$ cat src/rtl/alu_issue_arbiter_if.sv
// ----------------------------------------------------------------------------
// alu_issue_arbiter_if
// Bundles everything between the requesters, the shared gbprocessor ALU and
// the arbiter. The slave modport is the arbiter's view; the master modport is
// the view of whatever drives requests and the ALU probe (agents / bench).
//
// Signals
//   req_valid  [NUM_REQ]           per-requester request
//   req_ready  [NUM_REQ]           one-hot grant, accept = valid & ready
//   req_instr  [NUM_REQ*INSTR_W]   packed instruction, slice i = requester i
//   req_data   [NUM_REQ*DATA_W]    packed operand
//   req_last   [NUM_REQ]           1 = release the lock after this op
//   alu_instr / alu_data / alu_valid   issue port into the ALU
//   alu_probe  [DATA_W]            result read back from the ALU
//   rsp_valid / rsp_id / rsp_result    one-cycle tagged result strobe
//   busy                           arbiter is not idle
//   lock_owner [NUM_REQ]           one-hot lock holder, 0 = unlocked
// ----------------------------------------------------------------------------
interface alu_issue_arbiter_if #(
    parameter int NUM_REQ = 4,
    parameter int INSTR_W = 8,
    parameter int DATA_W  = 8
);
    localparam int ID_W = $clog2(NUM_REQ);

    logic [NUM_REQ-1:0]         req_valid;
    logic [NUM_REQ-1:0]         req_ready;
    logic [NUM_REQ*INSTR_W-1:0] req_instr;
    logic [NUM_REQ*DATA_W-1:0]  req_data;
    logic [NUM_REQ-1:0]         req_last;
    logic [INSTR_W-1:0]         alu_instr;
    logic [DATA_W-1:0]          alu_data;
    logic                       alu_valid;
    logic [DATA_W-1:0]          alu_probe;
    logic                       rsp_valid;
    logic [ID_W-1:0]            rsp_id;
    logic [DATA_W-1:0]          rsp_result;
    logic                       busy;
    logic [NUM_REQ-1:0]         lock_owner;

    modport master (
        output req_valid, req_instr, req_data, req_last, alu_probe,
        input  req_ready, alu_instr, alu_data, alu_valid,
               rsp_valid, rsp_id, rsp_result, busy, lock_owner
    );

    modport slave (
        input  req_valid, req_instr, req_data, req_last, alu_probe,
        output req_ready, alu_instr, alu_data, alu_valid,
               rsp_valid, rsp_id, rsp_result, busy, lock_owner
    );
endinterface

$ cat src/rtl/alu_issue_arbiter.sv
// ----------------------------------------------------------------------------
// alu_issue_arbiter
// Shares one gbprocessor ALU between NUM_REQ requesters. A round-robin pick is
// made in IDLE, the latched op is issued for one cycle, the ALU probe is
// sampled RESULT_LAT cycles after issue and returned tagged with the
// requester id. A requester may hold a lock across several ops because the
// accumulator/flags inside the ALU are shared; an idle lock is force-released
// after LOCK_TMO idle cycles.
//
// Ports
//   clock  rising-edge clock
//   reset  asynchronous, active-low
//   bus    alu_issue_arbiter_if.slave (requests, ALU issue/probe, responses,
//          busy, lock_owner)
// ----------------------------------------------------------------------------
module alu_issue_arbiter #(
    parameter int NUM_REQ    = 4,
    parameter int INSTR_W    = 8,
    parameter int DATA_W     = 8,
    parameter int RESULT_LAT = 2,
    parameter int LOCK_TMO   = 16
) (
    input  logic               clock,
    input  logic               reset,
    alu_issue_arbiter_if.slave bus
);
    localparam int ID_W = $clog2(NUM_REQ);
    localparam int WC_W = (RESULT_LAT > 1) ? $clog2(RESULT_LAT) : 1;
    localparam int TC_W = $clog2(LOCK_TMO + 1);

    typedef enum logic [1:0] {IDLE, ISSUE, WAIT, RESP} state_t;

    state_t              state_reg, state_next;
    logic [ID_W-1:0]     ptr_reg, ptr_next;
    logic [NUM_REQ-1:0]  lock_reg, lock_next;
    logic [TC_W-1:0]     tmo_reg, tmo_next;
    logic [WC_W-1:0]     wcnt_reg, wcnt_next;
    logic [INSTR_W-1:0]  instr_reg, instr_next;
    logic [DATA_W-1:0]   data_reg, data_next;
    logic [DATA_W-1:0]   result_reg, result_next;
    logic [ID_W-1:0]     id_reg, id_next;

    logic [INSTR_W-1:0]  instr_arr [NUM_REQ];
    logic [DATA_W-1:0]   data_arr  [NUM_REQ];

    logic                lock_expired;
    logic [NUM_REQ-1:0]  lock_eff;
    logic [NUM_REQ-1:0]  elig;
    logic [NUM_REQ-1:0]  grant;
    logic [ID_W-1:0]     winner;
    logic [ID_W:0]       idx;
    logic                found;
    logic                accept;
    logic                wait_done;

    // Unpack the per-requester slices once so the datapath can index them.
    generate
        for (genvar gi = 0; gi < NUM_REQ; gi++) begin : g_unpack
            assign instr_arr[gi] = bus.req_instr[gi*INSTR_W +: INSTR_W];
            assign data_arr[gi]  = bus.req_data[gi*DATA_W +: DATA_W];
        end
    endgenerate

    // Once the idle counter reaches LOCK_TMO the lock is treated as gone in
    // the same cycle, so arbitration can pick a new winner immediately.
    assign lock_expired = (lock_reg != '0) && (tmo_reg == TC_W'(LOCK_TMO));
    assign lock_eff     = lock_expired ? '0 : lock_reg;
    assign elig         = bus.req_valid & ((lock_eff != '0) ? lock_eff : '1);
    assign wait_done    = (wcnt_reg == WC_W'(RESULT_LAT - 1));

    // Round-robin search starting at the pointer, wrapping past NUM_REQ-1.
    always_comb begin
        found  = 1'b0;
        winner = '0;
        idx    = '0;
        for (int k = 0; k < NUM_REQ; k++) begin
            idx = {1'b0, ptr_reg} + (ID_W+1)'(k);
            if (idx >= (ID_W+1)'(NUM_REQ)) begin
                idx = idx - (ID_W+1)'(NUM_REQ);
            end
            if (!found && elig[idx[ID_W-1:0]]) begin
                found  = 1'b1;
                winner = idx[ID_W-1:0];
            end
        end
    end

    assign accept = (state_reg == IDLE) && found;
    assign grant  = accept ? (NUM_REQ'(1) << winner) : '0;

    // State register
    always_ff @(posedge clock or negedge reset) begin
        if (!reset) begin
            state_reg <= IDLE;
        end else begin
            state_reg <= state_next;
        end
    end

    // Next-state logic
    always_comb begin
        state_next = state_reg;
        case (state_reg)
            IDLE:    if (accept) state_next = ISSUE;
            ISSUE:   state_next = WAIT;
            WAIT:    if (wait_done) state_next = RESP;
            RESP:    state_next = IDLE;
            default: state_next = IDLE;
        endcase
    end

    // Datapath next values: latch on accept, lock bookkeeping, wait count,
    // probe capture on the edge ending the last WAIT cycle.
    always_comb begin
        ptr_next    = ptr_reg;
        lock_next   = lock_reg;
        tmo_next    = tmo_reg;
        wcnt_next   = wcnt_reg;
        instr_next  = instr_reg;
        data_next   = data_reg;
        id_next     = id_reg;
        result_next = result_reg;
        case (state_reg)
            IDLE: begin
                if (accept) begin
                    instr_next = instr_arr[winner];
                    data_next  = data_arr[winner];
                    id_next    = winner;
                    ptr_next   = (winner == ID_W'(NUM_REQ - 1)) ? '0 : winner + ID_W'(1);
                    lock_next  = bus.req_last[winner] ? '0 : grant;
                    tmo_next   = '0;
                end else if (lock_expired) begin
                    lock_next = '0;
                    tmo_next  = '0;
                end else if (lock_reg != '0) begin
                    tmo_next = tmo_reg + TC_W'(1);
                end
            end
            ISSUE: wcnt_next = '0;
            WAIT: begin
                wcnt_next = wcnt_reg + WC_W'(1);
                if (wait_done) begin
                    result_next = bus.alu_probe;
                end
            end
            default: ;
        endcase
    end

    always_ff @(posedge clock or negedge reset) begin
        if (!reset) begin
            ptr_reg    <= '0;
            lock_reg   <= '0;
            tmo_reg    <= '0;
            wcnt_reg   <= '0;
            instr_reg  <= '0;
            data_reg   <= '0;
            id_reg     <= '0;
            result_reg <= '0;
        end else begin
            ptr_reg    <= ptr_next;
            lock_reg   <= lock_next;
            tmo_reg    <= tmo_next;
            wcnt_reg   <= wcnt_next;
            instr_reg  <= instr_next;
            data_reg   <= data_next;
            id_reg     <= id_next;
            result_reg <= result_next;
        end
    end

    // Outputs
    always_comb begin
        bus.req_ready  = grant;
        bus.alu_valid  = (state_reg == ISSUE);
        bus.alu_instr  = instr_reg;
        bus.alu_data   = data_reg;
        bus.rsp_valid  = (state_reg == RESP);
        bus.rsp_id     = id_reg;
        bus.rsp_result = result_reg;
        bus.busy       = (state_reg != IDLE);
        bus.lock_owner = lock_eff;
    end
endmodule
$ cat src/flat_wrapper.sv
// flat-port wrapper written by rule: the top's interface ports become plain ports
module alu_issue_arbiter_flat 
#(
    parameter int NUM_REQ    = 4,
    parameter int INSTR_W    = 8,
    parameter int DATA_W     = 8,
    parameter int RESULT_LAT = 2,
    parameter int LOCK_TMO   = 16
)
  (clock, reset, bus_req_valid, bus_req_instr, bus_req_data, bus_req_last, bus_alu_probe, bus_req_ready, bus_alu_instr, bus_alu_data, bus_alu_valid, bus_rsp_valid, bus_rsp_id, bus_rsp_result, bus_busy, bus_lock_owner);
  alu_issue_arbiter_if #(.NUM_REQ(NUM_REQ), .INSTR_W(INSTR_W), .DATA_W(DATA_W)) bus_i ();
  input  logic clock;
  input  logic reset;
  input wire logic [$bits(bus_i.req_valid)-1:0] bus_req_valid;
  input wire logic [$bits(bus_i.req_instr)-1:0] bus_req_instr;
  input wire logic [$bits(bus_i.req_data)-1:0] bus_req_data;
  input wire logic [$bits(bus_i.req_last)-1:0] bus_req_last;
  input wire logic [$bits(bus_i.alu_probe)-1:0] bus_alu_probe;
  output wire logic [$bits(bus_i.req_ready)-1:0] bus_req_ready;
  output wire logic [$bits(bus_i.alu_instr)-1:0] bus_alu_instr;
  output wire logic [$bits(bus_i.alu_data)-1:0] bus_alu_data;
  output wire logic [$bits(bus_i.alu_valid)-1:0] bus_alu_valid;
  output wire logic [$bits(bus_i.rsp_valid)-1:0] bus_rsp_valid;
  output wire logic [$bits(bus_i.rsp_id)-1:0] bus_rsp_id;
  output wire logic [$bits(bus_i.rsp_result)-1:0] bus_rsp_result;
  output wire logic [$bits(bus_i.busy)-1:0] bus_busy;
  output wire logic [$bits(bus_i.lock_owner)-1:0] bus_lock_owner;
  assign bus_i.req_valid = bus_req_valid;
  assign bus_i.req_instr = bus_req_instr;
  assign bus_i.req_data = bus_req_data;
  assign bus_i.req_last = bus_req_last;
  assign bus_i.alu_probe = bus_alu_probe;
  assign bus_req_ready = bus_i.req_ready;
  assign bus_alu_instr = bus_i.alu_instr;
  assign bus_alu_data = bus_i.alu_data;
  assign bus_alu_valid = bus_i.alu_valid;
  assign bus_rsp_valid = bus_i.rsp_valid;
  assign bus_rsp_id = bus_i.rsp_id;
  assign bus_rsp_result = bus_i.rsp_result;
  assign bus_busy = bus_i.busy;
  assign bus_lock_owner = bus_i.lock_owner;
  alu_issue_arbiter #(.NUM_REQ(NUM_REQ), .INSTR_W(INSTR_W), .DATA_W(DATA_W), .RESULT_LAT(RESULT_LAT), .LOCK_TMO(LOCK_TMO)) u_core (.clock(clock), .reset(reset), .bus(bus_i));
endmodule
$ cat config.mk
export PLATFORM = sky130hd
export DESIGN_NAME = alu_issue_arbiter_flat
export DESIGN_NICKNAME = d
export VERILOG_FILES = /design/src/rtl/alu_issue_arbiter_if.sv /design/src/rtl/alu_issue_arbiter.sv /design/src/flat_wrapper.sv
export SDC_FILE = /design/constraint.sdc
export NUM_CORES = 1
export LEC_CHECK = 0
export CAP_MARGIN = 20
export CORE_UTILIZATION = 40
export CTS_CLUSTER_DIAMETER = 100
export DETAILED_ROUTE_END_ITERATION = 8
export MAX_ROUTING_LAYER = met4
export PLACE_DENSITY = 0.79
export SKIP_LAST_GASP = 1
export SLEW_MARGIN = 20
export SYNTH_ARGS = -nofsm -noshare
export SYNTH_HDL_FRONTEND = slang
export SYNTH_SLANG_ARGS = --single-unit
$ cat constraint.sdc
create_clock -name clock -period 6.95 [get_ports clock]
set_clock_uncertainty 0.15 [all_clocks]
set_input_delay 0.695 -clock clock [delete_from_list [all_inputs] [get_ports clock]]
set_output_delay 0.695 -clock clock [all_outputs]
set_load 0.02 [all_outputs]
==> results of run 1 <==
power by group through the flow:
stage	Combinational, uW	Clock [uW]	Sequential, uW
2_1_floorplan	601	0	482
3_3_place_gp	977	0	407
3_5_place_dp	1000	0	411
4_1_cts	1000	167	408
5_1_grt	1080	176	422
6_report	994	163	408
cell families after synthesis:
kind of cell    after synthesis  share of synthesized area, %
simple gates                 65                          13.6
compound gates               52                          18.4
mux                          43                          17.8
fa+ha+maj                    10                          4.98
buf+inv                      26                          5.42
flops                        40                          39.8
layer usage:
layer  track usage (%)  vias to the layer above
li1                  -                     1105
met1              24.2                     1067
met2              34.5                       88
met3              5.17                       10
met4              6.79                        0
met5                 -                        -
worst max-delay path, stage by stage (launching register included):
cell             delay [ps]
dfrtp_1                 420
inv_1                    70
ha_1                    160
nor4bb_4                580
o31ai_1                 300
o21ai_1                 130
nor3b_2                 700
inv_1                   160
ha_1                    240
nand2_1                  90
inv_1                    70
clkdlybuf4s50_1         530
area by class of cell:
class                      instances  area [um2]
sequential                        40        1000
multi-input combinational        170        1380
timing repair buffer             118        1180
inverter                          13        48.8
fill                             472        2200
clock inverter                     2        15.0
clock buffer                       6        82.6
tap                               75        93.8
worst max path at each step:
stage	startpoint	endpoint	slack, ps	cells after the start
finish	u_core.tmo_reg[0]$_DFFE_PN0P_	bus_req_ready[0]	2360	11
global placement	u_core.tmo_reg[0]$_DFFE_PN0P_	bus_req_ready[2]	2840	11
CTS	u_core.tmo_reg[0]$_DFFE_PN0P_	bus_req_ready[0]	2370	11
floorplan	u_core.tmo_reg[0]$_DFFE_PN0P_	bus_req_ready[0]	3590	12
detailed placement	u_core.tmo_reg[0]$_DFFE_PN0P_	bus_req_ready[0]	2700	11
global route	u_core.tmo_reg[0]$_DFFE_PN0P_	bus_req_ready[0]	1960	11
cell usage in the layout (no fill, tap or decap), types with 6 or more instances in the layout:
| master | synthesis | layout |
|---|---|---|
| mux2_2 | 9 | 9 |
| inv_1 | 13 | 13 |
| clkdlybuf4s50_1 | 0 | 117 |
| o221ai_1 | 16 | 16 |
| clkbuf_8 | 0 | 6 |
| ha_1 | 10 | 10 |
| nand2_1 | 33 | 33 |
| dfrtp_1 | 40 | 40 |
| mux2i_1 | 32 | 32 |
| o21ai_0 | 6 | 6 |
metrics by stage:
stage	power [uW]	util, %	instances	instance area, um2	worst slack [ps]
2_1_floorplan	1080	-	236	2510	3590
3_3_place_gp	1380	61.7	416	3700	2840
3_5_place_dp	1410	61.7	416	3700	2700
4_1_cts	1580	63.3	424	3790	2370
5_1_grt	1670	63.3	424	3790	1960
6_report	1570	63.3	424	3790	2360
==> key figures, run 1 <==
Global route
  • First-pass GRT wire length: 10,100 um
  • All-Layer GR Usage: 20.7%
  • Largest net degree at the start of global routing: 41
  • Initial antenna violation count: 0
  • Vias in the first global route: 2,208
  • Global route overflow: 0

Clock network
  • Clk_lat worst skew: 280 ps
  • Cts repair resizes: 0
  • Clk sinks: 40
  • Post-CTS setup buffer count: 0
  • Clock Tree Buf Depth: 2
  • Clk root buf: clkbuf_8
  • Hold buffers post-CTS: 0
  • Clock-pin slew on the worst setup and hold paths: 90 ps
  • CTS tree: yes
  • CTS buffer count: 5
  • H-Tree Depth: 2

Timing
  • Final slew viol count: 0
  • Final setup vio count: 0
  • Relative slew slack: 40.7%
  • Fin crit share: 66.0%
  • Hold WS: 347 ps
  • RSZ-0062 raised after global routing: no
  • Final Hold Viols: 0
  • Final setup TNS: 0 ps
  • FMAX: 218 MHz
  • Slew @ Worst Pin: 889 ps
  • Min Clock Period, post-route: 4590 ps

Floorplanning
  • Die Y: 81.3 um
  • Area of the core: 0.00599 mm2
  • Die area: 0.00661 mm2
  • Std-Cell Rows: 28
  • Ports: 119
  • Die Wd: 81.3 um
  • Initial Util: 42.0%

Synthesis
  • Ys Warns: 0
  • Primary FF master, synth: dfrtp_1
  • Synth cell types: 44
  • Synth Cell Area: 0.00251 mm2
  • Post-synthesis sequential area ratio: 39.8%
  • Cells after Synth: 236
  • Most frequent cells after synthesis: 40 x dfrtp_1, 33 x nand2_1, 32 x mux2i_1
  • Cell with the most instances after synthesis: dfrtp_1
  • Largest area contributor in the netlist: dfrtp_1
  • Syn Area/Cell: 10.7 um2
  • Number of synthesized flops with an enable pin: 0
  • Synth area leaders: dfrtp_1 40%, mux2i_1 13%, o221ai_1 5.6%
  • Mapped Nets: 328
  • FF+latch count, synth: 40
  • Post-synth top area share: 39.8%
  • Asr flop ratio synth: 100%

Power and ir drop
  • P_leak: 0.00167 uW
  • Net switching power: 690 uW
  • Pwr/cell area: 413 mW/mm2
  • Worst VDD drop: 0.210 mV
  • Sw Share: 44.1%
  • Logic pwr share: 63.5%
  • Clock share of power: 10.4%
  • Flop pwr share: 26.1%
  • P_int: 876 uW

Job
  • Max_cap viols: 0

Worst setup path
  • Crit path required time: 6110 ps
  • FF-to-FF path depth: 8
  • R2R Path End: u_core.bus.alu_instr[0]$_DFFE_PN0P_
  • Critical R2R Launch: u_core.tmo_reg[0]$_DFFE_PN0P_
  • Internal reg-to-reg setup slack: 3330 ps
  • CP Launch Type: flip-flop
  • Setup CP Type: flip-flop to primary output
  • CP Data Arrival Time: 3740 ps
  • Crit path max fanout: 13
  • Worst setup EP type: primary output

Routing
  • Drt pass-1 iters: 4
  • DRC violations left: 0
  • Metal2 WL: 3170 um
  • Wire length on met1: 2700 um
  • Vias per cell: 5.35
  • Final wirelength: 6400 um
  • 1st-iter DRT viols: 104
  • Via Count: 2,270
  • DR top layer: met4
  • Drt wl/cell: 15.1 um
  • Met3 WL: 411 um
  • Post-route ant nets: 0

Placement
  • I/O Buffers: 118
  • HPWL Detailed: 4930 um
  • Routability congestion estimate: 0.892

Hold path
  • Worst hold start: u_core.bus.alu_data[7]$_DFFE_PN0P_
  • Hold Path End: u_core.bus.alu_data[7]$_DFFE_PN0P_
  • Worst Hold Class: flip-flop to flip-flop
  • Hold path depth: 2

Cells and area
  • Area Growth Syn to Fin: 50.9%
  • Layout cells sized above 1: 8.88%
  • Nets: 440
  • Diodes inserted: 0

Run status
  • Outcome: finished clean
Note: power is estimated with default switching activity, not from simulation.
==> run 2, diff against run 1 <==
clock period = 4.5 ns   (was 6.95 ns; I/O delays follow)
==> run 2 against run 1 <==
Sequential cell count unchanged. Design area increased by 0.26%. Via count increased by 3.0%. Power increased by 55%. First-iteration DRC count decreased by 24%. Combinational power increased by 56%. Sequential share of layout area decreased by 0.069 points. Sequential power increased by 54%. Register-to-register slack got worse by 2000 ps. Critical path type unchanged.
==> key figures, run 2 (synthesis gave the netlist of run 1 again) <==
Run status
  • Outcome: finished clean (unchanged)

Routing
  • Via Count: 2,339 (was 2,270)
  • Post-route ant nets: 0 (unchanged)
  • Drt wl/cell: 15.1 um (about the same)
  • 1st-iter DRT viols: 79 (was 104)
  • DRC violations left: 0 (unchanged)
  • Drt pass-1 iters: 4 (unchanged)
  • Final wirelength: 6450 um (was 6400 um)
  • Vias per cell: 5.49 (was 5.35)

Worst setup path
  • CP Data Arrival Time: 3430 ps (was 3740 ps)
  • Crit path max fanout: 16 (was 13)
  • Slowest stage delay, CP: 600 ps (was 700 ps)
  • Crit path required time: 3900 ps (was 6110 ps)
  • CP Launch Type: flip-flop (unchanged)
  • Worst setup EP type: primary output (unchanged)
  • Setup CP Type: flip-flop to primary output (unchanged)
  • Slowest cell on crit path: nor4bb_4 (was nor3b_2)
  • Most used cell, CP: inv_1 (unchanged)
  • Worst-path cell chain: inv_1, ha_1, nor4bb_4, o31ai_2, o311ai_4, nand2_4, inv_1, ha_1, nand2_1, inv_1, clkdlybuf4s50_1 (was inv_1, ha_1, nor4bb_4, o31ai_1, o21ai_1, nor3b_2, inv_1, ha_1, nand2_1, inv_1, clkdlybuf4s50_1)

Placement
  • Placed cell count: 418 (was 416)
  • Pre-CTS WS: 761 ps (was 2700 ps)
  • I/O Buffers: 118 (unchanged)
  • HPWL Detailed: 4990 um (was 4930 um)
  • Routability congestion estimate: 0.899 (was 0.892)
  • Cell area after placement: 0.00371 mm2 (was 0.00370 mm2)

Cells and area
  • Diodes inserted: 0 (unchanged)
  • Most frequent cells in the layout: 117 x clkdlybuf4s50_1, 40 x dfrtp_1, 33 x nand2_1 (unchanged)
  • Commonest non-fill, non-tap cell in the layout: clkdlybuf4s50_1 (unchanged)
  • Reg area: 0.00100 mm2 (unchanged)
  • Fin cells: 426 (was 424)
  • Final Core Density: 63.5% (was 63.3%)
  • Design area: 0.00380 mm2 (was 0.00379 mm2)
  • Nets: 442 (was 440)
  • Area Growth Syn to Fin: 51.3% (was 50.9%)
  • Layout cells sized above 1: 9.40% (was 8.88%)
  • Fill count: 503 (was 472)
  • Area occupied by multi-input gates: 0.00138 mm2 (unchanged)

Power and ir drop
  • P_leak: 0.00169 uW (was 0.00167 uW)
  • Pwr/cell area: 636 mW/mm2 (was 413 mW/mm2)
  • Worst VDD drop: 0.333 mV (was 0.210 mV)

Clock network
  • Clk sinks: 40 (unchanged)
  • H-Tree Depth: 2 (unchanged)
  • Clock Tree Buf Depth: 2 (unchanged)
  • CTS tree: yes (unchanged)
  • Post-CTS setup buffer count: 0 (unchanged)
  • CTS buffer count: 5 (unchanged)
  • Clock-pin slew on the worst setup and hold paths: 80 ps (was 90 ps)
  • Clk root buf: clkbuf_8 (unchanged)
  • Clk_lat worst skew: 280 ps (about the same)
  • Hold buffers post-CTS: 0 (unchanged)
  • Cts repair resizes: 0 (unchanged)

Timing
  • Final slew viol count: 0 (unchanged)
  • Final setup vio count: 0 (unchanged)
  • Min Clock Period, post-route: 4030 ps
  • Slew @ Worst Pin: 894 ps (was 889 ps)
  • RSZ-0062 raised after global routing: no (unchanged)
  • Fin crit share: 89.5%
  • Final Hold Viols: 0 (unchanged)
  • FMAX: 248 MHz
  • Relative slew slack: 40.4% (was 40.7%)
  • Setup ws final: 474 ps (was 2360 ps)
  • Final setup TNS: 0 ps (unchanged)

Hold path
  • Worst Hold Class: input pin to async pin (was flip-flop to flip-flop)

Floorplanning
  • Area of the core: 0.00599 mm2 (unchanged)
  • Die area: 0.00661 mm2 (unchanged)
  • Die Wd: 81.3 um (unchanged)
  • Initial Util: 42.0% (unchanged)
  • Die Y: 81.3 um (unchanged)
  • Ports: 119 (unchanged)
  • Std-Cell Rows: 28 (unchanged)

Global route
  • All-Layer GR Usage: 20.7% (about the same)
  • Global route overflow: 0 (unchanged)
  • Initial antenna violation count: 0 (unchanged)
  • Vias in the first global route: 2,216 (was 2,208)
  • Largest net degree at the start of global routing: 41 (unchanged)
  • First-pass GRT wire length: 10,200 um (was 10,100 um)

Job
  • Max_cap viols: 0 (unchanged)
[run 2: cell count changes in the layout (fill, tap and decap cells not counted)]
cell / previous run / this run
clkinv_2: 0 / 2
clkinvlp_4: 2 / 0
buf_4: 0 / 2
[run 2: report_power, final]
| group | switching [uW] | internal [uW] | total [uW] |
|---|---|---|---|
| Combinational | 826 | 724 | 1550 |
| Clock | 121 | 122 | 244 |
| Sequential | 109 | 518 | 627 |
| Total | 1060 | 1360 | 2420 |
[run 2: path summary, 6_finish.rpt]
| path | from | end | slack (ps) | cells past startpoint |
|---|---|---|---|---|
| setup / recovery | u_core.tmo_reg[0]$_DFFE_PN0P_ | bus_req_ready[2] | 470 | 11 |
| hold / removal | reset | u_core.bus.rsp_result[4]$_DFFE_PN0P_ | 130 | 1 |
| setup reg to reg | u_core.tmo_reg[0]$_DFFE_PN0P_ | u_core.bus.alu_data[7]$_DFFE_PN0P_ | 1330 | 9 |
| hold reg to reg | u_core.bus.rsp_id[0]$_DFFE_PN0P_ | u_core.bus.rsp_id[0]$_DFFE_PN0P_ | 330 | 2 |
| max in group asynchronous | reset | u_core.lock_reg[0]$_DFFE_PN0P_ | 3500 | 1 |
| min in group clock | u_core.bus.rsp_id[0]$_DFFE_PN0P_ | u_core.bus.rsp_id[0]$_DFFE_PN0P_ | 330 | 2 |
[run 2: metal layers]
layer / vias to the layer above / wire (um) / GRT usage [%]
li1: 1107 / - / -
met1: 1117 / 2660 / 25.1
met2: 105 / 3240 / 34.0
met3: 10 / 452 / 4.94
met4: 0 / 99 / 6.25
met5: - / 0 / -
[run 2: metrics by stage]
| stage | power (uW) | hold slack (ps) |
|---|---|---|
| final | 2420 | 132 |
| after global routing | 2600 | 198 |
| after CTS | 2450 | 162 |
| after detailed placement | 2200 | 321 |
| after global placement | 2150 | 314 |
| after floorplan | 1670 | 4.41 |
[run 2: cell type report]
type,count,area share [%]
multi-input combinational,170,36.2
timing repair buffer,120,31.3
sequential,40,26.3
tap,75,2.47
clock buffer,6,2.17
inverter,13,1.28
clock inverter,2,0.263
[run 2: worst max-delay path, delay by kind of cell, from the launching register on]
family / cells / cell delay (ps)
buffers and inverters: 4 / 900
flip-flops: 1 / 420
adder cells (fa/ha/maj): 2 / 320
AO/OA/AOI/OAI: 2 / 600
AND/OR/NAND/NOR: 3 / 900
==> run 3, diff against run 2 <==
MAX_ROUTING_LAYER = default   (was met4)
==> run 3 against run 2 <==
Sequential cell count unchanged. First-iteration DRC count rose by 20%. Worst hold slack improved by 1.4 ps. Design area did not move. Clock power hardly changed. Fmax hardly changed. Die area unchanged. Worst setup slack better by 4.0 ps. Combinational power is essentially flat. Register-to-register slack about the same. Critical endpoint unchanged. Largest power group unchanged.
==> key figures, run 3 (synthesis gave the netlist of run 1 again) <==
Run status
  • Outcome: finished clean (unchanged)

Timing
  • Fin crit share: 89.4% (was 89.5%)
  • Setup ws final: 478 ps (was 474 ps)
  • FMAX: 249 MHz (was 248 MHz)
  • Final setup vio count: 0 (unchanged)
  • Min Clock Period, post-route: 4020 ps (was 4030 ps)
  • Final Hold Viols: 0 (unchanged)
  • RSZ-0062 raised after global routing: no (unchanged)
  • Final setup TNS: 0 ps (unchanged)
  • Slew @ Worst Pin: 907 ps (was 894 ps)
  • Final slew viol count: 0 (unchanged)
  • Relative slew slack: 39.6% (was 40.4%)

Routing
  • Via Count: 2,348 (was 2,339)
  • 1st-iter DRT viols: 95 (was 79)
  • Drt wl/cell: 15.2 um (was 15.1 um)
  • Vias per cell: 5.51 (was 5.49)
  • Final wirelength: 6460 um (was 6450 um)
  • Drt pass-1 iters: 4 (unchanged)
  • DRC violations left: 0 (unchanged)
  • Post-route ant nets: 0 (unchanged)

Worst setup path
  • Capture point of the worst path: bus_req_ready[2] (unchanged)
  • Worst-path cell chain: inv_1, ha_1, nor4bb_4, o31ai_2, o311ai_4, nand2_4, inv_1, ha_1, nand2_1, inv_1, clkdlybuf4s50_1 (unchanged)
  • CP delay by family, top: buffers and inverters (unchanged)
  • CP Data Arrival Time: 3420 ps (was 3430 ps)
  • Internal reg-to-reg setup slack: 1320 ps (was 1330 ps)
  • FF-to-FF path depth: 9 (unchanged)
  • Slowest cell on crit path: nor4bb_4 (unchanged)
  • Most used cell, CP: inv_1 (unchanged)
  • Worst setup EP type: primary output (unchanged)
  • Setup CP Type: flip-flop to primary output (unchanged)
  • R2R Path End: u_core.bus.alu_data[7]$_DFFE_PN0P_ (unchanged)
  • Critical R2R Launch: u_core.tmo_reg[0]$_DFFE_PN0P_ (unchanged)
  • Crit path max fanout: 16 (unchanged)
  • Buf+Inv Stages, Crit Path: 4 (unchanged)
  • Worst Setup SP: u_core.tmo_reg[0]$_DFFE_PN0P_ (unchanged)
  • CP Launch Type: flip-flop (unchanged)
  • Slowest stage delay, CP: 600 ps (about the same)
  • Stages on worst setup path: 11 (unchanged)
  • Crit path required time: 3900 ps (about the same)

Clock network
  • Clock-pin slew on the worst setup and hold paths: 80 ps (about the same)
  • Post-CTS setup buffer count: 0 (unchanged)
  • Clk root buf: clkbuf_8 (unchanged)
  • CTS tree: yes (unchanged)
  • Clk sinks: 40 (unchanged)
  • Hold buffers post-CTS: 0 (unchanged)
  • CTS buffer count: 5 (unchanged)
  • Clk_lat worst skew: 280 ps (about the same)
  • H-Tree Depth: 2 (unchanged)
  • Clock Tree Buf Depth: 2 (unchanged)
  • Cts repair resizes: 0 (unchanged)

Job
  • Max_cap viols: 0 (unchanged)

Global route
  • Global route overflow: 0 (unchanged)
  • First-pass GRT wire length: 10,200 um (unchanged)
  • Initial antenna violation count: 0 (unchanged)
  • Met3 GRT Util: 6.18% (was 4.94%)
  • Vias in the first global route: 2,215 (was 2,216)
  • All-Layer GR Usage: 20.2% (was 20.7%)
  • Met2 usage: 34.0% (unchanged)
  • GRT busiest layer: met2 (unchanged)
  • Largest net degree at the start of global routing: 41 (unchanged)
  • Met1 Usage GRT: 24.4% (was 25.1%)

Floorplanning
  • Die Y: 81.3 um (unchanged)
  • Die Wd: 81.3 um (unchanged)
  • Std-Cell Rows: 28 (unchanged)
  • Die area: 0.00661 mm2 (unchanged)
  • Initial Util: 42.0% (unchanged)
  • Ports: 119 (unchanged)
  • Area of the core: 0.00599 mm2 (unchanged)

Cells and area
  • Most frequent cells in the layout: 117 x clkdlybuf4s50_1, 40 x dfrtp_1, 33 x nand2_1 (unchanged)
  • Area Growth Syn to Fin: 51.3% (unchanged)
  • Layout cells sized above 1: 9.40% (unchanged)
  • Diodes inserted: 0 (unchanged)
  • Area occupied by multi-input gates: 0.00138 mm2 (unchanged)
  • Fill count: 503 (unchanged)
  • Reg area: 0.00100 mm2 (unchanged)
  • Commonest non-fill, non-tap cell in the layout: clkdlybuf4s50_1 (unchanged)
  • Nets: 442 (unchanged)

Placement
  • I/O Buffers: 118 (unchanged)
  • HPWL Detailed: 4990 um (unchanged)
  • Routability congestion estimate: 0.884 (was 0.899)
  • Pre-CTS WS: 761 ps (unchanged)

Hold path
  • Worst Hold Class: input pin to async pin (unchanged)

Power and ir drop
  • Worst VDD drop: 0.333 mV (about the same)
  • P_leak: 0.00169 uW (unchanged)
  • Pwr/cell area: 637 mW/mm2 (was 636 mW/mm2)
==> run 3: cell counts in the layout (fill, tap and decap cells not counted) <==
Identical to the previous run, type by type.
==> run 3: per-stage QoR <==
step | utilization (%) | cells | cell area [um2] | hold slack, ps | power [uW]
finish | 63.5 | 426 | 3800 | 133 | 2420
global placement | 62.0 | 418 | 3710 | 314 | 2150
detailed placement | 62.0 | 418 | 3710 | 321 | 2200
global route | 63.5 | 426 | 3800 | 198 | 2600
CTS | 63.5 | 426 | 3800 | 162 | 2450
floorplan | - | 236 | 2510 | 4.41 | 1670
==> run 3: area by class of cell <==
class | instances | share of cell area (%)
repair buffers | 120 | 31.3
flip-flops and latches | 40 | 26.3
inverters | 13 | 1.28
multi-input cells | 170 | 36.2
clock buffers | 6 | 2.17
well taps | 75 | 2.47
clock inverters | 2 | 0.263
==> run 3: worst min path at each step <==
| stage | from | to |
|---|---|---|
| 6_report | reset | u_core.bus.rsp_result[4]$_DFFE_PN0P_ |
| 3_3_place_gp | u_core.bus.rsp_id[0]$_DFFE_PN0P_ | u_core.bus.rsp_id[0]$_DFFE_PN0P_ |
| 5_1_grt | reset | u_core.bus.rsp_result[4]$_DFFE_PN0P_ |
| 3_5_place_dp | u_core.bus.rsp_id[0]$_DFFE_PN0P_ | u_core.bus.rsp_id[0]$_DFFE_PN0P_ |
| 2_1_floorplan | reset | u_core.bus.alu_data[0]$_DFFE_PN0P_ |
| 4_1_cts | reset | u_core.bus.rsp_result[4]$_DFFE_PN0P_ |
==> run 3: where the power goes <==
part | switching (uW) | total [uW] | internal (uW)
Sequential | 109 | 627 | 517
Combinational | 827 | 1550 | 724
Clock | 122 | 245 | 122
==> run 3: layer usage <==
metal	part of all wire, %	vias to the layer above
met5	0	-
met4	1.5	0
met3	7.8	10
met2	50	103
met1	41	1127
li1	-	1108
